## src/rtl/seg7_scan_display.sv

```systemverilog
// -----------------------------------------------------------------------------
// seg7_scan_display
//
// Purpose:
//   Drives an 8-digit multiplexed seven-segment display with a 32-bit hex value.
//   The display is scanned one digit at a time. A new value is taken from the
//   CPU only at a frame boundary, so a frame never shows a mix of old and new
//   digits.
//
//   Scan timing:
//   - A prescaler produces one tick every CLK_DIV clocks.
//   - Each tick advances the digit slot.
//   - The advance from digit 7 back to digit 0 is the frame boundary.
//
//   Data path:
//   - load writes a shadow register and marks it pending.
//   - At a frame boundary, a pending shadow value moves into the display
//     register and ack pulses for one cycle.
//
// Parameters:
//   CLK_DIV  clock cycles per digit slot (2..1048575)
//
// Ports:
//   clk   in   system clock, rising edge
//   rst   in   asynchronous active-high reset
//   load  in   data-valid strobe, sampled every cycle
//   data  in   32-bit value; digit i shows data[4i+3:4i]
//   an    out  active-low one-hot digit enables
//   seg   out  active-low segments, seg[0]=a .. seg[6]=g
//   dp    out  active-low decimal point, held off
//   ack   out  one-cycle pulse when a new value becomes the displayed value
//
// Build option:
//   LEADING_ZERO_BLANK_EN  when defined, digits above the most significant
//                          nonzero nibble are blanked. Digit 0 is always shown.
// -----------------------------------------------------------------------------
module seg7_scan_display #(
  parameter int CLK_DIV = 100000
) (
  input  logic        clk,
  input  logic        rst,
  input  logic        load,
  input  logic [31:0] data,
  output logic [7:0]  an,
  output logic [6:0]  seg,
  output logic        dp,
  output logic        ack
);

  localparam logic [19:0] DIV_LAST = 20'(CLK_DIV - 1);

  logic [19:0] cnt;
  logic [2:0]  idx;
  logic [2:0]  idx_next;
  logic        tick;
  logic        frame_bnd;
  logic        take;
  logic [31:0] shadow;
  logic [31:0] display;
  logic [31:0] display_next;
  logic        pending;
  logic [3:0]  nibble;
  logic        blank;

  function automatic logic [6:0] hex_to_seg(input logic [3:0] h);
    logic [6:0] s;
    case (h)
      4'h0: s = 7'b1000000;
      4'h1: s = 7'b1111001;
      4'h2: s = 7'b0100100;
      4'h3: s = 7'b0110000;
      4'h4: s = 7'b0011001;
      4'h5: s = 7'b0010010;
      4'h6: s = 7'b0000010;
      4'h7: s = 7'b1111000;
      4'h8: s = 7'b0000000;
      4'h9: s = 7'b0010000;
      4'hA: s = 7'b0001000;
      4'hB: s = 7'b0000011;
      4'hC: s = 7'b1000110;
      4'hD: s = 7'b0100001;
      4'hE: s = 7'b0000110;
      default: s = 7'b0001110;
    endcase
    return s;
  endfunction

`ifdef LEADING_ZERO_BLANK_EN
  // Index of the most significant nonzero nibble; 0 for an all-zero value.
  function automatic logic [2:0] top_digit(input logic [31:0] v);
    logic [2:0] r;
    r = 3'd0;
    for (int i = 0; i < 8; i++) begin
      if (v[4*i +: 4] != 4'd0) r = 3'(i);
    end
    return r;
  endfunction
`endif

  assign tick      = (cnt == DIV_LAST);
  assign idx_next  = idx + 3'd1;
  assign frame_bnd = tick && (idx == 3'd7);
  assign take      = frame_bnd && pending;
  assign dp        = 1'b1;

  // The outputs for the new slot use the value the display register will hold
  // after this edge. A transfer at the boundary shows up on digit 0 at once.
  always_comb begin
    display_next = take ? shadow : display;
    nibble       = display_next[{idx_next, 2'b00} +: 4];
`ifdef LEADING_ZERO_BLANK_EN
    blank        = (idx_next > top_digit(display_next));
`else
    blank        = 1'b0;
`endif
  end

  always_ff @(posedge clk or posedge rst) begin
    if (rst) begin
      cnt     <= '0;
      idx     <= 3'd7;
      shadow  <= '0;
      display <= '0;
      pending <= 1'b0;
      ack     <= 1'b0;
      an      <= 8'hFF;
      seg     <= 7'h7F;
    end else begin
      cnt <= tick ? 20'd0 : cnt + 20'd1;
      ack <= take;

      // A load on the boundary edge leaves new data pending. The transfer on
      // that edge uses the shadow value from before the edge.
      if (load) begin
        shadow  <= data;
        pending <= 1'b1;
      end else if (take) begin
        pending <= 1'b0;
      end

      if (take) display <= shadow;

      if (tick) begin
        idx <= idx_next;
        if (blank) begin
          an  <= 8'hFF;
          seg <= 7'h7F;
        end else begin
          an  <= ~(8'd1 << idx_next);
          seg <= hex_to_seg(nibble);
        end
      end
    end
  end

endmodule

```

## config.mk

```make
export PLATFORM = sky130hd
export DESIGN_NAME = seg7_scan_display
export DESIGN_NICKNAME = d
export VERILOG_FILES = /design/src/rtl/seg7_scan_display.sv
export SDC_FILE = /design/constraint.sdc
export NUM_CORES = 1
export LEC_CHECK = 0
export CORE_MARGIN = 2
export CORE_UTILIZATION = 50
export CTS_CLUSTER_SIZE = 40
export DETAILED_ROUTE_END_ITERATION = 10
export PLACE_DENSITY = 0.71
export RECOVER_POWER = 100
export SLEW_MARGIN = 20
export SYNTH_ARGS = -nofsm -noshare
export SYNTH_HDL_FRONTEND = slang
export SYNTH_SLANG_ARGS = --single-unit
```

## constraint.sdc

```tcl
create_clock -name clk -period 6.1 [get_ports clk]
set_clock_uncertainty 0.1 [all_clocks]
set_input_delay 0.61 -clock clk [delete_from_list [all_inputs] [get_ports clk]]
set_output_delay 0.61 -clock clk [all_outputs]
set_load 0.02 [all_outputs]
```

==> flow_results.org, run 1 <==
** Place
- Buffers placed on the I/O ports in this run total 50.
- Detailed placement finished with a half-perimeter wire length of approximately 6.6 mm.
- Worst setup timing slack at the placement stage :: about 1700 ps
- Routability-driven placement finished with a final weighted congestion of a little under 0.9.

** Min path
- The tightest min-delay check is of the reg2reg type.
- Hold-critical path depth :: 1
- In this run the most critical hold path is launched from cnt[19].
- For hold timing, the worst endpoint is cnt[19].

** Finish
- 0 antenna diodes ended up in the layout.
- At the end of the flow the core is filled with cells to about three fifths.
- The area growth from synthesis to layout is 16.0%.
- Cells with a size suffix above 1 make up roughly a quarter of the layout.
- After the last flow step, the layout net total stands at 501.

** CTS
- The H-tree was split into 3 levels.
- Clock Path Buffers :: 2
- CTS Buf Count :: 9
- For the worst-skew pair, the clock arrives at the later sink with an insertion delay of roughly 370 ps.
- The number of gates resized after CTS was 0.
- Hold repair after CTS inserted 0 buffers.
- Clock root buffer master :: clkbuf_8
- Worst-path clk slew :: around 90 ps
- TritonCTS clock tree :: done
- Post-CTS timing repair inserted 0 buffers for setup.
- The tree built by TritonCTS fans out to 104 sinks.

** Timing
- Max Fclk :: ~210 MHz
- Setup repair after global routing left no endpoint under its margin.
- Setup slack closes at about 1400 ps.
- Final hold analysis gives a worst-case slack of 389 ps.
- Setup violators final :: 0
- Slew @ Worst Pin :: between 2000 and 2500 ps
- The max-slew violation count came to 92.
- The smallest clock period supported by the final layout is computed as between 4000 and 5000 ps.
- Measured against its own limit, the worst slew margin works out to -62.5%.
- The hold violation total from the final report is 0.
- The final critical path takes up 76.5% of the cycle.
- In the final timing run, aggregate negative setup slack is 0 ps.

** Synth
- Sequential cells were found to cover about 53% of the synthesized design area.
- Avg Synthesized Cell Area :: ~12 µm²
- Mapped Area :: 4960 µm²
- Flop and latch count out of synthesis :: between 100 and 150
- During synthesis, Yosys emitted a total of 0 warnings.
- Number of distinct library cells after synthesis :: between 40 and 50
- Main synth FF type :: dfrtp_1
- In this run, synthesis inferred 0 flip-flops with an integrated enable.
- Synth async-reset ratio :: 100%
- The number of nets in the synthesized netlist is 459.
- After technology mapping, the gate count stands at 411.

** Routing
- Violation count after the first detailed-routing iteration :: between 150 and 200
- The pre-antenna-repair detailed-routing pass consisted of 4 iterations.
- Mean number of vias per cell :: 5.43
- The detail route stage leaves a number of antenna-violating nets equal to 0.
- Avg WL per Cell :: approximately 16 µm
- In the routed design, unresolved DRC markers number 0.
- Across all layers, the routed design uses 3,209 vias.
- After detailed routing, the total wire length is 9.34 mm.

** Global route
- For this run, the total global-route usage over all layers was measured as 18.6%.
- First-pass GRT wire length :: between 15 and 20 mm
- Entering global routing, the biggest net connects 58 pins.
- The via count of the first global-routing pass came to 3,244.
- The number of antenna violations at the first check in global routing is 0.
- Total global routing overflow :: 0

** Power
- For this design the static power due to leakage is 2.50 nW.
- VDD sags by at most ~0.14 mV.
- Power spread over the standard cell area amounts to 217 nW/µm².
- Part of the total power dissipated in sequential elements :: between 50% and 60%
- The internal portion of the total power is slightly below 1 mW.
- In this run the power spent charging and discharging nets is 0.265 mW.
- Clock power share :: between 30% and 40%
- Share of total power consumed by net switching :: 21.2%
- Gate power share :: under 10%

** Worst setup path
- The largest single stage delay on the critical path is slightly above 900 ps.
- Maximum net fanout on the critical path :: 21
- Endpoint type of the worst setup path :: flip-flop
- Across all register-to-register paths, the minimum setup slack is 1440 ps.
- For the worst flop-to-flop path, the logic depth is 9.
- Type of the worst setup path :: reg2reg
- Cell type of the slowest stage on the worst timing path :: dfstp_1
- Top cell by count, worst path :: inv_1
- Kind of start point of the critical path :: flip-flop
- Walking the worst path, the cells encountered are inv_1 -> ha_1 -> mux4_2 -> mux4_2 -> inv_1 -> ha_1 -> inv_1 -> or4_1 -> o211ai_1.
- Data arrival at the endpoint of the critical path :: just under 5000 ps
- Endpoint of the most critical register-to-register path :: seg[0]
- At the worst endpoint, the required time is around 6300 ps.
- The worst register-to-register path begins at idx[0].

** Die
- The die is a little over 100 µm wide.
- During I/O placement, the number of pins put on the boundary was 52.
- The initial utilization of the core area, before any placement, comes to between 50% and 60%.
- Area of the die :: between 10,000 and 15,000 µm²
- In this run the core area contains 36 standard-cell rows.
- Core box area :: 9680 µm²
- The die is about 100 µm tall.

** Flow run
- Across the run, the number of max-cap violations was 2.

** Outcome
- Status :: finished with violations
- The final reports fail on max-capacitance violations, max-slew violations.
-- area by class of cell --
type | count | area [µm²]
Clock buffer | 13 | 139
Fill cell | 796 | 3930
Sequential cell | 104 | 2630
Clock inverter | 3 | 67.6
Inverter | 8 | 31.3
Multi-Input combinational cell | 275 | 2200
Timing Repair Buffer | 55 | 531
Tap cell | 133 | 166
-- state kept, by name (all words and copies together) (netlist names) --
| name | flops |
|---|---|
| an | 8 |
| idx | 3 |
| display | 32 |
| ack | 1 |
| shadow | 32 |
| pending | 1 |
| seg | 7 |
| cnt | 20 |
-- layer usage --
metal	global-route usage (%)	share of wire [%]
met3	3.52	3.0
met5	0	0
met4	7.63	1.9
met2	29.7	48
met1	25.3	47
-- worst max path at each step --
stage / slack, ps / from / end
after floorplan: 1900 / idx[0] / seg[0]
after global placement: 1890 / idx[0] / seg[0]
after detailed placement: 1740 / idx[0] / seg[0]
after CTS: 1710 / idx[0] / seg[0]
after global routing: 1100 / idx[0] / seg[0]
final: 1440 / idx[0] / seg[0]
-- cell usage after synthesis (2+ instances only) --
| master | number | area share, % |
|---|---|---|
| a221oi_1 | 2 | 0.35 |
| a21oi_1 | 10 | 1.0 |
| o21a_1 | 2 | 0.30 |
| nor3_1 | 3 | 0.30 |
| nand2b_1 | 2 | 0.25 |
| a21o_1 | 2 | 0.30 |
| a211o_1 | 8 | 1.4 |
| nor2_1 | 28 | 2.1 |
| a31oi_1 | 7 | 0.88 |
| nand2_1 | 51 | 3.9 |
| or2_2 | 2 | 0.25 |
| nand3_1 | 10 | 1.0 |
| and3_1 | 3 | 0.38 |
| and2_1 | 2 | 0.25 |
| mux2i_1 | 5 | 1.0 |
| and4_1 | 2 | 0.35 |
| dfstp_2 | 18 | 9.5 |
| buf_4 | 5 | 0.76 |
| a22o_1 | 8 | 1.4 |
| mux4_2 | 9 | 4.1 |
| mux2_2 | 64 | 15 |
| nand4_1 | 5 | 0.63 |
| inv_1 | 7 | 0.53 |
| xor2_1 | 9 | 1.6 |
| dfrtp_1 | 86 | 43 |
| buf_2 | 3 | 0.30 |
| xnor2_1 | 10 | 1.8 |
| ha_1 | 13 | 3.3 |
| clkbuf_1 | 16 | 1.2 |
| o21ai_0 | 3 | 0.30 |
-- power by group through the flow --
stage          Sequential (mW)  Clock, mW  Combinational, mW
6_report                 0.730      0.452             0.0673
5_1_grt                  0.733      0.498             0.0756
4_1_cts                  0.730      0.467             0.0696
3_5_place_dp             0.744          0             0.0694
3_3_place_gp             0.743          0             0.0671
2_1_floorplan            0.734          0             0.0406
-- kinds of logic after synthesis --
family / Yosys count / synth area share [%]
xor gates and xnor gates: 19 / 3.35
other: 1 / 0.0755
muxes: 78 / 19.6
DFF: 104 / 52.9
adders and majority gates: 13 / 3.28
buffers and inverters: 32 / 2.87
and+or+nand+nor: 117 / 11.1
AOI/OAI and AO/OA: 47 / 6.88
-- cell usage in the layout (no fill, tap or decap), types with 10 or more instances in the layout --
| master | instances |
|---|---|
| a21oi_1 | 10 |
| clkdlybuf4s50_1 | 32 |
| xnor2_1 | 10 |
| nor2_1 | 28 |
| dlygate4sd3_1 | 18 |
| ha_1 | 13 |
| mux2_2 | 63 |
| nand2_1 | 51 |
| dfrtp_1 | 86 |
| nand3_1 | 10 |
| dfstp_2 | 17 |
-- worst max-delay path, delay by kind of cell (launching register included) --
family	cells	cell delay (ps)
AND/OR/NAND/NOR	1	510
AO/OA/AOI/OAI	1	100
flip-flops	1	920
adder cells (fa/ha/maj)	2	1090
multiplexers	2	1140
buffers and inverters	3	730
-- metrics by stage --
step,power [mW],area (µm²),cells
finish,1.25,5760,591
global placement,0.810,5570,575
global route,1.31,5760,591
detailed placement,0.813,5570,575
floorplan,0.774,4960,411
CTS,1.27,5770,591
No activity file was read; power rests on OpenSTA's default activity.
==> run 2, diff against run 1 <==
==> constraint.sdc (replaced) <==
create_clock -name clk -period 4.85 [get_ports clk]
set_clock_uncertainty 0.1 [all_clocks]
set_input_delay 0.485 -clock clk [delete_from_list [all_inputs] [get_ports clk]]
set_output_delay 0.485 -clock clk [all_outputs]
set_load 0.02 [all_outputs]
==> run 2 against run 1 <==
Against the previous run:
- the run still ends with max-capacitance violations, max-slew violations left
- worst setup slack got worse by 870 ps
- highest routed layer unchanged
- routed wire length fell by 0.32%
- clock power rose by 33%
- clock-buffer cell count fell by 3
- design area rose by 0.41%
- combinational power rose by 25%
- critical endpoint unchanged
- critical path depth rose by 2
==> flow_results.org, run 2 (same netlist as run 1, synthesis figures left out) <==
** Outcome
- Status :: finished with violations
- The final reports fail on max-capacitance violations, max-slew violations.

** Timing
- Final clock period utilization by the worst path :: 88.4% (+12 points)
- The worst slew margin relative to its limit was -106% (-44 points).
- Setup repair after global routing left no endpoint under its margin.
- The final setup violation count came to 0 (unchanged).
- The fmax came to 233 MHz (+8.8%).
- The setup TNS is 0 ps (unchanged).
- The post-route minimum period came to 4290 ps (-378 ps).
- The hold violation total from the final report came to 0 (unchanged).
- Max-slew violation count :: 109 (+18%)
- Slew @ Worst Pin :: 3070 ps (+650 ps)

** Flow run
- Max-Cap Viols :: 2 (unchanged)

** Die
- The area inside the core boundary came to 9680 µm² (unchanged).
- The area of the die came to 10,700 µm² (unchanged).
- Die W :: 104 µm (unchanged)
- The die extent in y was 104 µm (unchanged).
- The number of core rows came to 36 (unchanged).
- The initial core utilization is 51.3% (unchanged).
- The I/O pin count is 52 (unchanged).

** Routing
- The remaining routing DRC violations was 0 (unchanged).
- Mean number of vias per cell :: 5.55 (+2.2%)
- The number of nets with antenna violations after detailed routing came to 0 (unchanged).
- Number of iterations in the first detailed-routing pass :: 4 (unchanged)
- The detailed router's first-iteration violation count is 116 (-41%).
- The post-detailed-routing wire length came to 9.31 mm (-0.32%).
- The per-cell routed wire length was 15.7 µm (-0.49%).
- Overall via count from detail_route :: 3,285 (+2.4%)

** CTS
- Clock sinks :: 104 (unchanged)
- TritonCTS clock tree :: done
- Number of H-tree levels :: 3 (unchanged)
- Clock root buffer master :: clkbuf_8
- The count of instances resized after the clock tree is built came to 0 (unchanged).
- The maximum buffer depth of the clock tree is 2 (unchanged).
- The clock latency at the later pin of the worst-skew pair came to 370 ps (about the same).
- Worst-path clk slew :: 90 ps (about the same)
- Number of buffers inserted by post-CTS setup repair :: 0 (unchanged)
- The number of CTS-inserted buffers is 9 (unchanged).
- Count of hold-fix buffers inserted at cts :: 0 (unchanged)

** Power
- Max rail drop VDD :: 0.157 mV (+8.5%)
- Gate power share :: 5.3% (about the same)
- The clock share of power came to 37.4% (+1.2 points).
- The net switching fraction of the power came to 21.7% (+0.48 points).
- Power per cell area :: 277 nW/µm² (+28%)
- The internal portion of total power came to 1.25 mW (+27%).
- Part of the total power dissipated in sequential elements :: 57.3% (-1.1 points)
- Net switching component of the power :: 0.348 mW (+31%)
- The static power due to leakage is 2.51 nW (+0.52%).

** Finish
- The footprint of the flip-flops and latches came to 2630 µm² (unchanged).
- The antenna diode count is 0 (unchanged).
- The ratio of cells with drive above 1 in the final layout was 25.5% (+1.3 points).
- The library cell used most frequently in the layout, excluding fill and tap cells, is dfrtp_1.
- In the layout the commonest cells are 86 x dfrtp_1, 64 x mux2_2, 51 x nand2_1, 32 x clkdlybuf4s50_1, 27 x nor2_1.
- Total number of nets in the final design :: 502 (+0.20%)
- P&R area growth vs syn :: 16.4%
- Largest registers :: display: 32 flops, shadow: 32 flops, cnt: 20 flops
- Final std cell area, no fill :: 5780 µm² (+0.41%)
- Area used by multi-input combinational logic :: 2200 µm² (about the same)
- The filler cell count in the final layout was 800 (+0.50%).

** Place
- Detail Placement HPWL :: 6.56 mm (about the same)
- The number of buffers added on ports came to 50 (unchanged).
- Last weighted congestion value of the routability-driven placer :: 0.828 (-4.2%)
- Placed cell area :: 5570 µm² (+0.13%)

** Worst setup path
- The data arrival time of the worst path was 4480 ps (-380 ps).
- Data required time of the critical path :: 5040 ps (-1260 ps)
- STA classifies the critical path startpoint as a flip-flop.
- Endpoint type of the worst setup path :: flip-flop
- Type of the worst setup path :: reg2reg
- Maximum net fanout on the critical path :: 19 (-9.5%)

** Min path
- Class of the worst hold path :: reg2reg

** Global route
- Total routing usage reported by global routing :: 18.7% (+0.060 points)
- Vias in the first global route :: 3,457 (+6.6%)
- The global route total overflow was 0 (unchanged).
- The largest net degree at the start of global routing was 75 (+29%).
- The number of antenna violations at the first check in global routing was 0 (unchanged).
- The first-pass GRT wire length came to 16.3 mm (+2.3%).
run 2: cell type report:
type	instances	share of cell area [%]
Clock inverter	6	1.56
Inverter	8	0.541
Tap cell	133	2.88
Clock buffer	10	2.38
Multi-Input combinational cell	275	38.0
Sequential cell	104	45.4
Timing Repair Buffer	56	9.20
run 2: routing by layer:
layer / part of all wire, % / up-vias / track usage [%]
li1: - / 1533 / -
met5: 0 / - / 0
met3: 3.9 / 14 / 4.41
met4: 1.7 / 0 / 6.27
met2: 50 / 68 / 31.3
met1: 45 / 1670 / 24.1
run 2: critical path, stage by stage, from the launching register on:
cell      delay, ps
dfstp_2         750
ha_1            230
ha_1            190
nand3_1         350
nor2_4          550
mux4_2          390
mux4_2          540
inv_1           160
ha_1            260
inv_1            50
or4_1           520
o211ai_1        110
run 2: final timing paths:
kind,start,end,cells past startpoint,slack [ps]
setup / recovery,idx[0],seg[0],11,560
hold / removal,seg[1],seg[1],2,380
setup reg to reg,idx[0],seg[0],11,560
hold reg to reg,seg[1],seg[1],2,380
max in group asynchronous,rst,shadow[24],3,1510
min in group asynchronous,rst,cnt[10],2,1360
run 2: power by group through the flow:
stage / clock (mW) / combinational, mW / sequential (mW)
finish: 0.599 / 0.0844 / 0.918
global route: 0.657 / 0.0944 / 0.922
CTS: 0.623 / 0.0874 / 0.918
detailed placement: 0 / 0.0874 / 0.935
global placement: 0 / 0.0850 / 0.933
floorplan: 0 / 0.0510 / 0.923
run 2: through the flow:
stage	hold WS, ps	worst slack (ps)	instances	utilization (%)	total power [mW]
after floorplan	346	647	411	-	0.974
after global placement	371	784	576	57.6	1.02
after detailed placement	372	613	576	57.6	1.02
final	379	564	592	59.7	1.60
after CTS	388	586	592	59.9	1.63
after global routing	401	333	592	59.7	1.67
==> run 3, diff against run 2 <==
--- a/config.mk
+++ b/config.mk
@@ -5,11 +5,12 @@
 export SDC_FILE = /design/constraint.sdc
 export NUM_CORES = 1
 export LEC_CHECK = 0
+export CAP_MARGIN = 15
 export CORE_MARGIN = 2
 export CORE_UTILIZATION = 50
 export CTS_CLUSTER_SIZE = 40
 export DETAILED_ROUTE_END_ITERATION = 10
-export PLACE_DENSITY = 0.71
+export PLACE_DENSITY = 0.79
 export RECOVER_POWER = 100
 export SLEW_MARGIN = 20
 export SYNTH_ARGS = -nofsm -noshare
==> run 3 against run 2 <==
Against the previous run:
- the flow still finishes with violations (max-capacitance violations, max-slew violations)
- worst setup slack improved by 66 ps
- via count barely moved
- clock-buffer cell count did not move
- clock power fell by 11%
- first-iteration DRC count rose by 35%
- register-to-register slack improved by 70 ps
- sequential power barely moved
- die area did not move
- sequential cell count did not move
- core utilization fell by 0.22 points
- total power fell by 4.1%
- largest cell class unchanged
==> flow_results.org, run 3 (same netlist as run 1, synthesis figures left out) <==
** Routing
- Number of iterations in the first detailed-routing pass :: 4 (unchanged)
- Total Routed Length :: 9.24 mm (-0.74%)
- Detailed-route DRC error count :: 0 (unchanged)
- Overall via count from detail_route :: 3,286 (+0.030%)
- Post-DRT Antenna Nets :: 0 (unchanged)
- Mean number of vias per cell :: 5.54 (-0.14%)
- The detailed router's first-iteration violation count came to 157 (+35%).
- The per-cell routed wire length is 15.6 µm (-0.91%).

** Die
- The initial core utilization was 51.3% (unchanged).
- Core box area :: 9680 µm² (unchanged)
- Rows :: 36 (unchanged)
- Number of ports placed on the die boundary :: 52 (unchanged)
- The width of the die came to 104 µm (unchanged).
- Die H :: 104 µm (unchanged)
- The area of the die is 10,700 µm² (unchanged).

** CTS
- The count of clock tree sinks came to 104 (unchanged).
- The post-CTS setup buffer count came to 0 (unchanged).
- The register clock-pin slew on the reported worst setup and hold paths is 100 ps (about the same).
- CTS Buf Count :: 9 (unchanged)
- Clock Path Buffers :: 2 (unchanged)
- Resized Gates After CTS :: 0 (unchanged)
- The clock latency at the later pin of the worst-skew pair came to 370 ps (about the same).
- TritonCTS clock tree :: done
- Number of H-tree levels :: 3 (unchanged)
- Count of hold-fix buffers inserted at cts :: 0 (unchanged)
- The tree is rooted in a clkbuf_8.

** Finish
- The antenna diode count came to 0 (unchanged).
- The number of nets in the finished design came to 503 (+0.20%).
- Layout cell share with drive strength beyond 1 :: 25.4% (-0.055 points)
- The largest registers in the layout are display: 32 flops, shadow: 32 flops, cnt: 20 flops.
- Leaving out fill and tap cells, the most frequent cell in the layout is dfrtp_1.
- P&R area growth vs syn :: 16.0%
- Number of inserted filler cells in the final layout :: 784 (-2.0%)
- The post-route cell area is 5760 µm² (-0.37%).
- Most used cells in the layout excluding fill and tap cells :: 86 x dfrtp_1, 64 x mux2_2, 51 x nand2_1, 32 x clkdlybuf4s50_1, 27 x nor2_1

** Flow run
- The number of max-cap violations was 2 (unchanged).

** Worst setup path
- The worst setup path is launched from a flip-flop.
- Family with the most delay on the worst path :: simple AND/OR/NAND/NOR gates
- The number of cells traversed by the worst register-to-register path was 12 (+1).
- Type of the worst setup path :: reg2reg
- Worst path bufs/invs :: 2 (unchanged)
- Top cell by count, worst path :: ha_1
- The data arrival time of the worst path is 4410 ps (-70 ps).
- Endpoint type of the worst setup path :: flip-flop
- Walking the worst path, the cells encountered are ha_1 -> ha_1 -> nand3_1 -> nor2_4 -> buf_4 -> mux4_2 -> mux2i_1 -> mux2i_1 -> ha_1 -> inv_1 -> or4_1 -> o211ai_1.
- The critical path's largest stage delay was 890 ps (+140 ps).
- In this run the critical register-to-register path is launched from idx[0].
- Worst-case register-to-register setup slack :: 630 ps (+70 ps)
- The worst register-to-register path ends at seg[0].
- Data required time of the critical path :: 5040 ps (about the same)
- Maximum net fanout on the critical path :: 19 (unchanged)
- Cell type of the slowest stage on the worst timing path :: dfstp_1

** Min path
- The count of cells along the worst hold path came to 2 (unchanged).
- The min-delay analysis places its worst path in the category reg2reg.
- Startpoint of the most critical hold path :: seg[1]
- The path with the worst hold slack has its endpoint at seg[1].

** Outcome
- The checks that failed: max-capacitance violations, max-slew violations.
- Status :: finished with violations

** Timing
- Crit path time final :: 4220 ps (-65.9 ps)
- The slew of the pin with the lowest slew margin was 3240 ps (+171 ps).
- Max-slew violation count :: 112 (+2.8%)
- The period utilization came to 87.0% (-1.4 points).
- The setup TNS was 0 ps (unchanged).
- Setup violators final :: 0 (unchanged)
- The fmax was 237 MHz (+1.6%).
- Setup repair after global routing left no endpoint under its margin.
- The worst slew margin relative to its limit is -118% (-11 points).
- The hold violation total from the final report was 0 (unchanged).

** Global route
- Total global routing overflow :: 0 (unchanged)
- The via count of the first global-routing pass came to 3,337 (-3.5%).
- The first-pass GRT wire length is 16.0 mm (-2.0%).
- The met1 capacity usage during global routing came to 25.1% (+1.0 points).
- Met2 capacity usage during global routing :: 29.8% (-1.5 points)
- Number of antenna violations at the first check in global routing :: 0 (unchanged)
- After global routing, the most crowded layer is met2.
- The largest net degree at the start of global routing was 78 (+4.0%).
- The met3 track demand over resource in global routing came to 4.34% (-0.063 points).
- The aggregate global-route resource usage came to 18.4% (-0.29 points).

** Place
- The post-placement cell area was 5580 µm² (+0.13%).
- The routability congestion estimate was 0.875 (+5.7%).
- Detail Placement HPWL :: 6.53 mm (-0.47%)
- The number of buffers added on ports came to 50 (unchanged).

** Power
- Lkg Pwr :: 2.50 nW (-0.37%)
- The total power of the final layout was 1.54 mW (-4.1%).
- Power per cell area :: 267 nW/µm² (-3.8%)
- The maximum VDD drop is 0.161 mV (+3.0%).
-- run 3: cell count changes in the layout (fill, tap and decap cells not counted), sizes merged --
| cell | previous run | this run |
|---|---|---|
| buf | 2 | 3 |
| bufinv | 2 | 0 |
| clkinv | 2 | 3 |
| inv | 8 | 9 |
-- run 3: cell type report --
class | instances | area (µm²) | area share, %
Clock buffer | 10 | 138 | 2.39
Clock inverter | 6 | 61.3 | 1.06
Inverter | 8 | 31.3 | 0.543
Multi-Input combinational cell | 275 | 2200 | 38.2
Sequential cell | 104 | 2630 | 45.6
Tap cell | 133 | 166 | 2.89
Timing Repair Buffer | 57 | 539 | 9.36
-- run 3: worst max path at each step --
stage	startpoint	to	cells after the start
4_1_cts	idx[0]	seg[0]	9
2_1_floorplan	idx[0]	seg[0]	13
6_report	idx[0]	seg[0]	12
3_3_place_gp	idx[0]	seg[0]	9
5_1_grt	idx[0]	seg[0]	12
3_5_place_dp	idx[0]	seg[0]	9
-- run 3: worst reg2reg max path, delay by kind of cell, from the launching register on --
family                     cells  cell delay (ps)
and+or+nand+nor                3             1180
adders and majority gates      3              810
AOI/OAI and AO/OA              1              120
DFF                            1              890
muxes                          3              700
buffers and inverters          2              330
-- run 3: metal layers --
metal  wire, µm  up-vias  share of wire [%]
li1           -     1536                  -
met2       4490       78                 49
met1       4290     1665                 46
met4         72        0               0.78
met5          0        -                  0
met3        387        7                4.2
-- run 3: through the flow --
stage,setup slack (ps),util [%],cells,hold WS (ps)
2_1_floorplan,647,-,411,346
3_3_place_gp,1080,57.6,577,368
3_5_place_dp,873,57.6,577,368
4_1_cts,833,59.7,593,383
5_1_grt,271,59.5,593,394
6_report,630,59.5,593,378
-- run 3: power by group --
group | internal [mW] | leakage [nW] | switching, mW
clock network | 0.213 | 0.0982 | 0.320
logic | 0.0517 | 1.11 | 0.0325
registers | 0.894 | 1.30 | 0.0234
total | 1.16 | 2.50 | 0.376
